--- src/rtl/aes_pipe_sched_if.sv ---
// Handshake and status bundle between the block controller and the AES pipeline scheduler.
interface aes_pipe_sched_if #(
   parameter int unsigned DEPTH = 11,
   parameter int unsigned CNT_W = 32
);
   logic             aes_enable;
   logic             in_valid;
   logic             out_ready;
   logic             flush;
   logic             drain;
   logic             in_ready;
   logic             advance;
   logic [DEPTH-1:0] stage_valid;
   logic             data_output;
   logic             pipeline_full;
   logic [3:0]       occupancy;
   logic [CNT_W-1:0] ctr_value;
   logic             drain_done;
   logic             ovf_err;

   modport master (
      output aes_enable, in_valid, out_ready, flush, drain,
      input  in_ready, advance, stage_valid, data_output, pipeline_full,
             occupancy, ctr_value, drain_done, ovf_err
   );

   modport slave (
      input  aes_enable, in_valid, out_ready, flush, drain,
      output in_ready, advance, stage_valid, data_output, pipeline_full,
             occupancy, ctr_value, drain_done, ovf_err
   );
endinterface

--- src/rtl/aes_pipe_sched.sv ---
// Occupancy/valid scheduler for a DEPTH-stage AES pipeline with CTR-mode block counter.
module aes_pipe_sched #(
   parameter int unsigned DEPTH = 11,
   parameter int unsigned CNT_W = 32
) (
   input  logic             clk,
   input  logic             n_rst,
   aes_pipe_sched_if.slave  bus
);

   typedef enum logic [1:0] {
      IDLE  = 2'd0,
      RUN   = 2'd1,
      DRAIN = 2'd2,
      FLUSH = 2'd3
   } state_t;

   state_t           state;
   state_t           state_next;

   logic [DEPTH-1:0] stage_valid;
   logic [3:0]       occupancy;
   logic [CNT_W-1:0] ctr_value;
   logic             ovf_err;

   logic             active;
   logic             advance;
   logic             in_ready;
   logic             accept;
   logic             retire;
   logic             drain_done;
   logic             clear;

   always_comb begin
      active     = (state == RUN) || (state == DRAIN);
      advance    = bus.aes_enable && !(stage_valid[DEPTH-1] && !bus.out_ready) && active;
      in_ready   = advance && (state == RUN);
      accept     = bus.in_valid && in_ready;
      retire     = advance && stage_valid[DEPTH-1];
      drain_done = (state == DRAIN) && (occupancy == '0) && !bus.flush;
      // In-flight blocks are dropped on the edge that samples flush, so FLUSH
      // and the following IDLE never see stale occupancy.
      clear      = bus.flush || (state == FLUSH);
   end

   always_ff @(posedge clk or negedge n_rst) begin
      if (!n_rst) begin
         state <= IDLE;
      end else begin
         state <= state_next;
      end
   end

   always_comb begin
      state_next = state;
      if (bus.flush) begin
         state_next = FLUSH;
      end else begin
         case (state)
            IDLE:    if (bus.aes_enable) state_next = RUN;
            RUN:     if (bus.drain) state_next = DRAIN;
            DRAIN:   if (occupancy == '0) state_next = IDLE;
            FLUSH:   state_next = IDLE;
            default: state_next = IDLE;
         endcase
      end
   end

   always_ff @(posedge clk or negedge n_rst) begin
      if (!n_rst) begin
         stage_valid <= '0;
         occupancy   <= '0;
         ctr_value   <= '0;
         ovf_err     <= 1'b0;
      end else if (clear) begin
         stage_valid <= '0;
         occupancy   <= '0;
         ctr_value   <= '0;
         ovf_err     <= 1'b0;
      end else begin
         if (advance) begin
            stage_valid <= {stage_valid[DEPTH-2:0], accept};
         end
         if (accept && !retire) begin
            occupancy <= occupancy + 4'd1;
         end else if (retire && !accept) begin
            occupancy <= occupancy - 4'd1;
         end
         if (accept) begin
            ctr_value <= ctr_value + CNT_W'(1);
         end
         if ((state == RUN) && bus.in_valid && !in_ready) begin
            ovf_err <= 1'b1;
         end
      end
   end

   assign bus.in_ready      = in_ready;
   assign bus.advance       = advance;
   assign bus.stage_valid   = stage_valid;
   assign bus.data_output   = retire;
   assign bus.pipeline_full = (occupancy == 4'(DEPTH));
   assign bus.occupancy     = occupancy;
   assign bus.ctr_value     = ctr_value;
   assign bus.drain_done    = drain_done;
   assign bus.ovf_err       = ovf_err;

endmodule

--- src/flat_wrapper.sv ---
// flat-port wrapper written by rule: the top's interface ports become plain ports
module aes_pipe_sched_flat 
#(
   parameter int unsigned DEPTH = 11,
   parameter int unsigned CNT_W = 32
)
  (clk, n_rst, bus_aes_enable, bus_in_valid, bus_out_ready, bus_flush, bus_drain, bus_in_ready, bus_advance, bus_stage_valid, bus_data_output, bus_pipeline_full, bus_occupancy, bus_ctr_value, bus_drain_done, bus_ovf_err);
  aes_pipe_sched_if #(.DEPTH(DEPTH), .CNT_W(CNT_W)) bus_i ();
  input  logic clk;
  input  logic n_rst;
  input wire logic [$bits(bus_i.aes_enable)-1:0] bus_aes_enable;
  input wire logic [$bits(bus_i.in_valid)-1:0] bus_in_valid;
  input wire logic [$bits(bus_i.out_ready)-1:0] bus_out_ready;
  input wire logic [$bits(bus_i.flush)-1:0] bus_flush;
  input wire logic [$bits(bus_i.drain)-1:0] bus_drain;
  output wire logic [$bits(bus_i.in_ready)-1:0] bus_in_ready;
  output wire logic [$bits(bus_i.advance)-1:0] bus_advance;
  output wire logic [$bits(bus_i.stage_valid)-1:0] bus_stage_valid;
  output wire logic [$bits(bus_i.data_output)-1:0] bus_data_output;
  output wire logic [$bits(bus_i.pipeline_full)-1:0] bus_pipeline_full;
  output wire logic [$bits(bus_i.occupancy)-1:0] bus_occupancy;
  output wire logic [$bits(bus_i.ctr_value)-1:0] bus_ctr_value;
  output wire logic [$bits(bus_i.drain_done)-1:0] bus_drain_done;
  output wire logic [$bits(bus_i.ovf_err)-1:0] bus_ovf_err;
  assign bus_i.aes_enable = bus_aes_enable;
  assign bus_i.in_valid = bus_in_valid;
  assign bus_i.out_ready = bus_out_ready;
  assign bus_i.flush = bus_flush;
  assign bus_i.drain = bus_drain;
  assign bus_in_ready = bus_i.in_ready;
  assign bus_advance = bus_i.advance;
  assign bus_stage_valid = bus_i.stage_valid;
  assign bus_data_output = bus_i.data_output;
  assign bus_pipeline_full = bus_i.pipeline_full;
  assign bus_occupancy = bus_i.occupancy;
  assign bus_ctr_value = bus_i.ctr_value;
  assign bus_drain_done = bus_i.drain_done;
  assign bus_ovf_err = bus_i.ovf_err;
  aes_pipe_sched #(.DEPTH(DEPTH), .CNT_W(CNT_W)) u_core (.clk(clk), .n_rst(n_rst), .bus(bus_i));
endmodule
--- config.mk ---
export PLATFORM = sky130hd
export DESIGN_NAME = aes_pipe_sched_flat
export DESIGN_NICKNAME = d
export VERILOG_FILES = /design/src/rtl/aes_pipe_sched_if.sv /design/src/rtl/aes_pipe_sched.sv /design/src/flat_wrapper.sv
export SDC_FILE = /design/constraint.sdc
export NUM_CORES = 1
export LEC_CHECK = 0
export CAP_MARGIN = 15
export CELL_PAD_IN_SITES_DETAIL_PLACEMENT = 0
export CELL_PAD_IN_SITES_GLOBAL_PLACEMENT = 1
export CORE_ASPECT_RATIO = 0.5
export CORE_MARGIN = 4
export CORE_UTILIZATION = 33
export CTS_BUF_LIST = sky130_fd_sc_hd__clkbuf_4 sky130_fd_sc_hd__clkbuf_8
export CTS_CLUSTER_DIAMETER = 50
export CTS_CLUSTER_SIZE = 24
export DETAILED_ROUTE_END_ITERATION = 10
export PLACE_DENSITY = 0.77
export REMOVE_ABC_BUFFERS = 1
export SYNTH_ARGS = -nofsm -noshare
export SYNTH_HDL_FRONTEND = slang
export SYNTH_SLANG_ARGS = --single-unit
--- constraint.sdc ---
create_clock -name clk -period 3.5 [get_ports clk]
set_clock_uncertainty 0.1 [all_clocks]
set_input_delay 0.7 -clock clk [delete_from_list [all_inputs] [get_ports clk]]
set_output_delay 0.7 -clock clk [all_outputs]
set_load 0.1 [all_outputs]
Word level (Yosys, flattened, before mapping):

Index checks and enable logic that the tools add are counted.

* flip-flop bits (word level): 50
* latch bits: 0
* memory bits (writable): 0
* bits in read-only memories: 0
* bits of input ports: 7
* output and inout port bits: 53
* word-level logic and storage cells: 56
* memories kept: 0

* add/subtract/negate cells: 3
* multiply operators: 0
* div/mod/pow operators: 0
* magnitude comparators: 0
* equal/unequal tests: 7
* shift-type cells: 0
* muxes and demuxes: 14
* bitwise logic cells: 0
* reduce and logical (&&, ||, !) cells: 27

Operators with widths (count)
* 2-to-1 mux 32 bit: 2
* adder 32 x 1 -> 32 bit (second input constant): 1
* 2-to-1 mux 11 bit: 2
* logical AND 1 bit: 12
* 2-to-1 mux 4 bit: 3
* inequality test 3 bit (second input constant): 3
* 2-to-1 mux 2 bit: 4
* one-hot mux 2 bit (4 select lines): 1
* zero test 1 bit: 6
* nonzero test 2 bit: 3
* adder 4 x 1 -> 4 bit (second input constant): 1
* equality test 2 bit (second input constant): 2
* equality test 4 bit (second input constant): 1
* zero test 4 bit: 1
* subtractor 4 x 1 -> 4 bit (second input constant): 1
* AND reduction 3 bit: 1
* nonzero test 3 bit: 1
* equality test 2 x 1 -> 1 bit (second input constant): 1
* zero test 2 bit: 1
* logical OR 1 bit: 2
* 2-to-1 mux 1 bit: 2

Logic depth before layout (Yosys ltp):

Gate-level depths: netlist (run 1).

* word-level depth: 12
* gate-level depth with buffers: 15
* mapped depth without buffers: 14

Least setup slack after synthesis (run 1):

No wires, ideal clock.

* path kind: flip-flop to output port
* from: register u_core.occupancy[1], in the netlist u_core.bus.occupancy[1]
* to: output bus_pipeline_full
* data arrival time: 4.331 ns
* required time: 2.700 ns
* setup slack: -1.631 ns
* cell stages (with the launch flop): 3
* buffers on the path: 0
* path through: dfrtp_1 > inv_1 > nor4b_1

* cells in the longest elaborated chain, start to end: 1

Ends and longest elaborated chain
* start, declared: line aes_pipe_sched.sv:22 `logic [3:0] occupancy;`
* start signal, assigned: line aes_pipe_sched.sv:85 `occupancy <= occupancy + 4'd1;`
* start signal, assigned: line aes_pipe_sched.sv:87 `occupancy <= occupancy - 4'd1;`
* equality test 4 bit: line aes_pipe_sched.sv:102 `assign bus.pipeline_full = (occupancy == 4'(DEPTH));`
* end, declared: line flat_wrapper.sv:20 `output wire logic [$bits(bus_i.pipeline_full)-1:0] bus_pipeline_full;`

Every way passes these cells.

Worst setup path after layout (run 1):

* from: input bus_aes_enable
* to: register u_core.occupancy[3], in the netlist u_core.bus.occupancy[3]

* cells in the longest elaborated chain, start to end: 7
* elaborated cells between the ends (all ways): 12
* classes of those cells: 2 x mux; 10 x reduce/logical

Ends and longest elaborated chain
* start, declared: line flat_wrapper.sv:11 `input wire logic [$bits(bus_i.aes_enable)-1:0] bus_aes_enable;`
* logical AND 1 bit * (2 in a row): line aes_pipe_sched.sv:36 `advance = bus.aes_enable && !(stage_valid[DEPTH-1] && !bus.out_ready) && active;`
* logical AND 1 bit, on equally long branches: line aes_pipe_sched.sv:37, aes_pipe_sched.sv:39
* logical AND 1 bit / zero test 1 bit (equally long branches): line aes_pipe_sched.sv:38, aes_pipe_sched.sv:84
* logical AND 1 bit / zero test 1 bit (equally long branches): line aes_pipe_sched.sv:84, aes_pipe_sched.sv:86
* 2-to-1 mux 4 bit / logical AND 1 bit (equally long branches): line aes_pipe_sched.sv:84, aes_pipe_sched.sv:86
* 2-to-1 mux 4 bit / nonzero test 3 bit (equally long branches)

Every way passes the cells marked *; elsewhere a longest branch is shown, timed or not.
A chain may end at the register's enable or synchronous reset.

==> flow_summary.ini, run 1 <==
[cells_and_area]
area_growth_pct = 29.2
num_antenna_cells = 0
layout.nets = 352
nFillCells = 744
layout-drive-gt1-share_pct = 24.5
stdcell_count = 443

[placement]
pre_cts_slack_ns = 0.0826
port_buffers = 59
gp_congestion = 0.853
dpl.cell_count = 435
hpwlAfterDp_um = 4430

[routing]
initialDrtViolationCount = 115
drc = 0
first_pass_iters = 4
wl_per_cell_um = 13.7
wl_um = 6080
routed_via_density = 4.75
num_vias = 2105
antenna_left = 0

[clocking]
cts-buffers-inserted = 5
clk_latency_ns = 0.30
cts_sinks = 50
clock_path_buffers = 2
htreeDepth = 2
clk_pin_slew_ns = 0.09
hold_buffers = 0
post-cts-setup-buffer-count = 0
cts_resized = 0
cts_tree = done
cts_root_buf = clkbuf_8

[sta]
period_share_pct = 89.2
fin_ws_ns = 0.377
rsz0062_at_grt = false
fin_setup_tns_ns = 0
final_hold_viol_count = 0
setup_viol = 0
max_freq_ghz = 0.320
min_period_ns = 3.12
slew_viol_final = 0
timing.slew.headroom_pct = 55.4
worst_pin_slew_ns = 0.669

[grt]
grt_pass1_vias = 2132
grt_overflow = 0
antenna_found_initial = 0
track_usage_pct = 13.4
grt_max_degree = 33
grt_pass1_wl_um = 10500

[critical_path]
criticalPathCategory = primary input to register
worstPathArrival_ns = 3.25
cp_max_fo = 3
critPathCaptureType = register
cp.required_ns = 3.62
cp-start-kind = primary input

[synth]
synth_area_leaders = dfrtp_1, xor2_1, a21oi_1
syn_area_um2 = 2580
synth.distinct_cells = 37
synthCells = 268
synth_top_area_share_pct = 48.4
yosysSeqAreaShare_pct = 48.4
synth_warnings = 0
syn_area_per_cell_um2 = 9.64
synth_area_leader_cell = dfrtp_1
synth_seq_cells = 50

[power]
power_density_nw_per_um2 = 328
finalPower_w = 0.00110
ir_drop_mv = 0.155
leakage_nw = 1.59

[floorplan]
coreArea_um2 = 7460
initial_utilization_pct = 34.6
dieArea_um2 = 9390
die_w_um = 133
num_rows = 22
die_height_um = 70.6
num_io_pins = 60

[flow_run]
maxCapViolCount = 0

[hold_path]
hold_path.class = primary input to async pin

[outcome]
outcome = completed
[power by group]
part           leakage, nW  internal, W  switching [W]
clock               0.0517     0.000168       0.000190
combinational        0.847    0.0000439       0.000107
sequential           0.693     0.000582     0.00000523
total                 1.59     0.000793       0.000302
[synth_stat cells]
library cell	n
dfrtp_1	50
nand2_1	32
nor2_1	31
a21oi_1	25
xor2_1	22
nand3_1	12
ha_1	10
and3_1	9
inv_1	9
nand4_1	9
o21ai_0	9
or3_1	9
clkbuf_1	6
xnor2_1	4
buf_2	3
and2_1	2
and4_1	2
nor2b_1	2
nor3_4	2
o31ai_1	2
or2_2	2
a21o_1	1
a222oi_1	1
a31oi_1	1
and3_2	1
buf_1	1
buf_4	1
fa_1	1
mux2i_1	1
nand3_2	1
nand4_2	1
nand4_4	1
nor3_1	1
nor3b_1	1
nor4b_1	1
nor4b_4	1
or4_1	1
[layout by cell type (no fill, tap or decap), types with 3 or more instances in the layout]
cell type,instances
a21oi_1,25
and3_1,9
buf_12,3
buf_4,61
clkbuf_8,6
clkdlybuf4s50_1,5
dfrtp_1,50
ha_1,10
inv_1,9
nand2_1,32
nand3_1,12
nand4_1,9
nor2_1,31
o21ai_0,9
or3_1,9
xnor2_1,4
xor2_1,22
[worst paths after layout]
path                       cells after the start               start  slack [ns]                         to
setup reg to reg                              14     u_core.state[0]        0.45    u_core.bus.occupancy[3]
setup / recovery                              13      bus_aes_enable        0.38    u_core.bus.occupancy[3]
min in group clk                               2  u_core.bus.ovf_err        0.43         u_core.bus.ovf_err
max in group asynchronous                      2               n_rst        2.27    u_core.bus.ctr_value[9]
hold / removal                                 1               n_rst        0.27  u_core.bus.stage_valid[3]
hold reg to reg                                2  u_core.bus.ovf_err        0.43         u_core.bus.ovf_err
[critical path, cell delays in order]
cell and delay (ns):
clkdlybuf4s50_1 0.48, nand2_1 0.09, or2_2 0.31, inv_1 0.09, and3_1 0.19, ha_1 0.17, inv_1 0.07, ha_1 0.29
a21o_1 0.18, a21oi_1 0.16, xnor2_1 0.09, or3_1 0.30, a21oi_1 0.14
[cell families (layout without fill, tap and decap cells)]
kind of cell / count (synthesis) / in the layout / synth area share, %
and+or+nand+nor: 121 / 121 / 25.4
DFF: 50 / 50 / 48.4
AOI/OAI and AO/OA: 39 / 39 / 8.09
xor gates and xnor gates: 26 / 26 / 8.82
buffers and inverters: 20 / 87 / 3.20
adders and majority gates: 11 / 11 / 5.62
muxes: 1 / 1 / 0.388
[stage by stage]
stage | hold WS (ns) | utilization [%] | area [um^2]
2_1_floorplan | 0.304 | - | 2530
3_3_place_gp | 0.405 | 43.5 | 3240
3_5_place_dp | 0.417 | 43.5 | 3240
4_1_cts | 0.278 | 44.7 | 3340
5_1_grt | 0.304 | 44.7 | 3340
6_report | 0.267 | 44.7 | 3340
[flip-flops by register name, summed over array words and instances, names as in the netlist]
register	flops
u_core.bus.ctr_value	32
u_core.bus.occupancy	4
u_core.bus.ovf_err	1
u_core.bus.stage_valid	11
u_core.state	2
[area by class of cell]
cell class              count  area [um^2]  area share (%)
flip-flops and latches     50         1250            37.5
well taps                 108          135            4.05
clock inverters             1         5.00           0.150
repair buffers             70          573            17.2
inverters                   9         33.8            1.01
clock buffers               7         90.1            2.70
multi-input cells         198         1250            37.4
[routing by layer]
layer | GRT usage (%) | up-vias | part of all wire (%) | wire length, um
li1 | - | 1046 | - | -
met2 | 22.2 | 36 | 49 | 2950
met5 | 0 | - | 0 | 0
met4 | 3.42 | 0 | 0.84 | 51
met3 | 3.27 | 5 | 3.8 | 232
met1 | 18.0 | 1018 | 47 | 2840
(Power assumes the default switching activity.)
==> run 2, diff against run 1 <==
Settings changed: SKIP_LAST_GASP from default to 1.
==> results of run 2 <==
No change in the layout: final DEF, timing and power equal those of run 1.
==> run 3, diff against run 2 <==
--- a/constraint.sdc
+++ b/constraint.sdc
@@ -3,3 +3,3 @@
 set_input_delay 0.7 -clock clk [delete_from_list [all_inputs] [get_ports clk]]
 set_output_delay 0.7 -clock clk [all_outputs]
-set_load 0.1 [all_outputs]
+set_load 0.05 [all_outputs]
==> run 3 against run 2 <==
  * Fmax down 1.5%
  * Clock power up 17%
  * Non-clock buffer count unchanged
  * Flip-flop and latch count unchanged
  * Critical endpoint is now bus_drain_done
==> flow_summary.ini, run 3 (synthesized netlist as in run 1, its figures left out) <==
[floorplan]
coreArea_um2 = 7460
num_rows = 22
die_w_um = 133
num_io_pins = 60
initial_utilization_pct = 34.6
die_height_um = 70.6
dieArea_um2 = 9390

[cells_and_area]
num_antenna_cells = 0
largest-register = u_core.bus.ctr_value
final_cell_area_um2 = 3480
final_common_cell = clkdlybuf4s50_1
final_util_pct = 46.7
largest_reg_flops = 32
final_cell_mix = clkdlybuf4s50_1, dfrtp_1, nand2_1
area_growth_pct = 34.8
layout.nets = 352
reg_top3 = u_core.bus.ctr_value: 32 flops, u_core.bus.stage_valid: 11 flops, u_core.bus.occupancy: 4 flops
stdcell_count = 443
layout-drive-gt1-share_pct = 9.55

[sta]
worst_pin_slew_ns = 0.650
setup_viol = 0
period_share_pct = 90.6
timing.slew.headroom_pct = 56.7
rsz0062_at_grt = false
min_period_ns = 3.17
max_freq_ghz = 0.315
slew_viol_final = 0
final_hold_viol_count = 0

[clocking]
cts_tree = done
clock_path_buffers = 2
post-cts-setup-buffer-count = 0
clk_pin_slew_ns = 0.09
cts_sinks = 50
cts_root_buf = clkbuf_8
clk_latency_ns = 0.30
hold_buffers = 0
cts-buffers-inserted = 5
cts_resized = 0
htreeDepth = 2

[critical_path]
worstPathArrival_ns = 2.37
path_cells = or4_1 > nor3b_1 > clkdlybuf4s50_1
cp.required_ns = 2.70
slowest_stage = clkdlybuf4s50_1
critPathCaptureType = output port
slowest_delay_ns = 0.84
criticalPathCategory = register to output port
cp_max_fo = 5
cp-start-kind = register

[placement]
gp_congestion = 0.830
port_buffers = 59
dpl.cell_count = 435
placed_area_um2 = 3370
hpwlAfterDp_um = 4520

[power]
clockPowerShare_pct = 36.7
swShare_pct = 24.6
leakage_nw = 1.50
power_density_nw_per_um2 = 326
combPwrFrac_pct = 11.6
ir_drop_mv = 0.169
finalPower_w = 0.00114
p_int_w = 0.000856
p_sw_w = 0.000279
p_seq_share_pct = 51.7

[routing]
num_vias = 2124
antenna_left = 0
wl_um = 6130
drc = 0
initialDrtViolationCount = 169
routed_via_density = 4.79
wl_per_cell_um = 13.8
first_pass_iters = 4

[hold_path]
hold_path.class = primary input to async pin

[grt]
track_usage_pct = 13.4
grt_max_degree = 33
antenna_found_initial = 0
grt_pass1_wl_um = 10400
grt_pass1_vias = 2127
grt_overflow = 0

[flow_run]
maxCapViolCount = 0

[outcome]
outcome = completed
[run 3: area by class of cell]
class / count / area [um^2]
clock inverter: 1 / 30.0
inverter: 9 / 33.8
tap: 108 / 135
clock buffer: 7 / 83.8
multi-input combinational: 198 / 1250
fill: 703 / 3980
sequential: 50 / 1250
timing repair buffer: 70 / 698
[run 3: final timing paths]
path	startpoint	end	slack, ns	cells past startpoint
setup / recovery	u_core.bus.occupancy[1]	bus_drain_done	0.33	3
min in group clk	u_core.bus.ovf_err	u_core.bus.ovf_err	0.45	2
setup reg to reg	u_core.state[0]	u_core.bus.occupancy[3]	0.44	14
hold / removal	n_rst	u_core.bus.stage_valid[3]	0.26	1
max in group asynchronous	n_rst	u_core.bus.stage_valid[7]	2.27	2
hold reg to reg	u_core.bus.ovf_err	u_core.bus.ovf_err	0.45	2
[run 3: through the flow]
stage / setup TNS, ns / worst slack [ns] / hold slack, ns
final: 0 / 0.329 / 0.263
after global routing: 0 / 0.211 / 0.303
after CTS: 0 / 0.295 / 0.282
after detailed placement: 0 / 0.0787 / 0.434
after global placement: 0 / 0.147 / 0.402
after floorplan: -0.137 / -0.137 / 0.304
[run 3: power by group through the flow]
stage          registers [W]  clock network, W  logic (W)
2_1_floorplan       0.000604                 0  0.0000605
3_3_place_gp        0.000598                 0   0.000130
3_5_place_dp        0.000598                 0   0.000134
4_1_cts             0.000587          0.000426   0.000134
5_1_grt             0.000588          0.000455   0.000145
6_report            0.000587          0.000416   0.000132
[run 3: routing by layer]
| layer | vias up | routed length, um | part of all wire [%] | global-route usage (%) |
|---|---|---|---|---|
| li1 | 1044 | - | - | - |
| met3 | 8 | 200 | 3.3 | 2.98 |
| met4 | 0 | 55 | 0.90 | 3.88 |
| met5 | - | 0 | 0 | 0 |
| met1 | 1038 | 2880 | 47 | 17.5 |
| met2 | 34 | 2990 | 49 | 22.6 |
[run 3: worst max-delay path: cells and delay by family, from the launching register on]
| family | cells | cell delay [ns] |
|---|---|---|
| buffers and inverters | 1 | 0.84 |
| AND/OR/NAND/NOR | 2 | 0.81 |
| flip-flops | 1 | 0.43 |
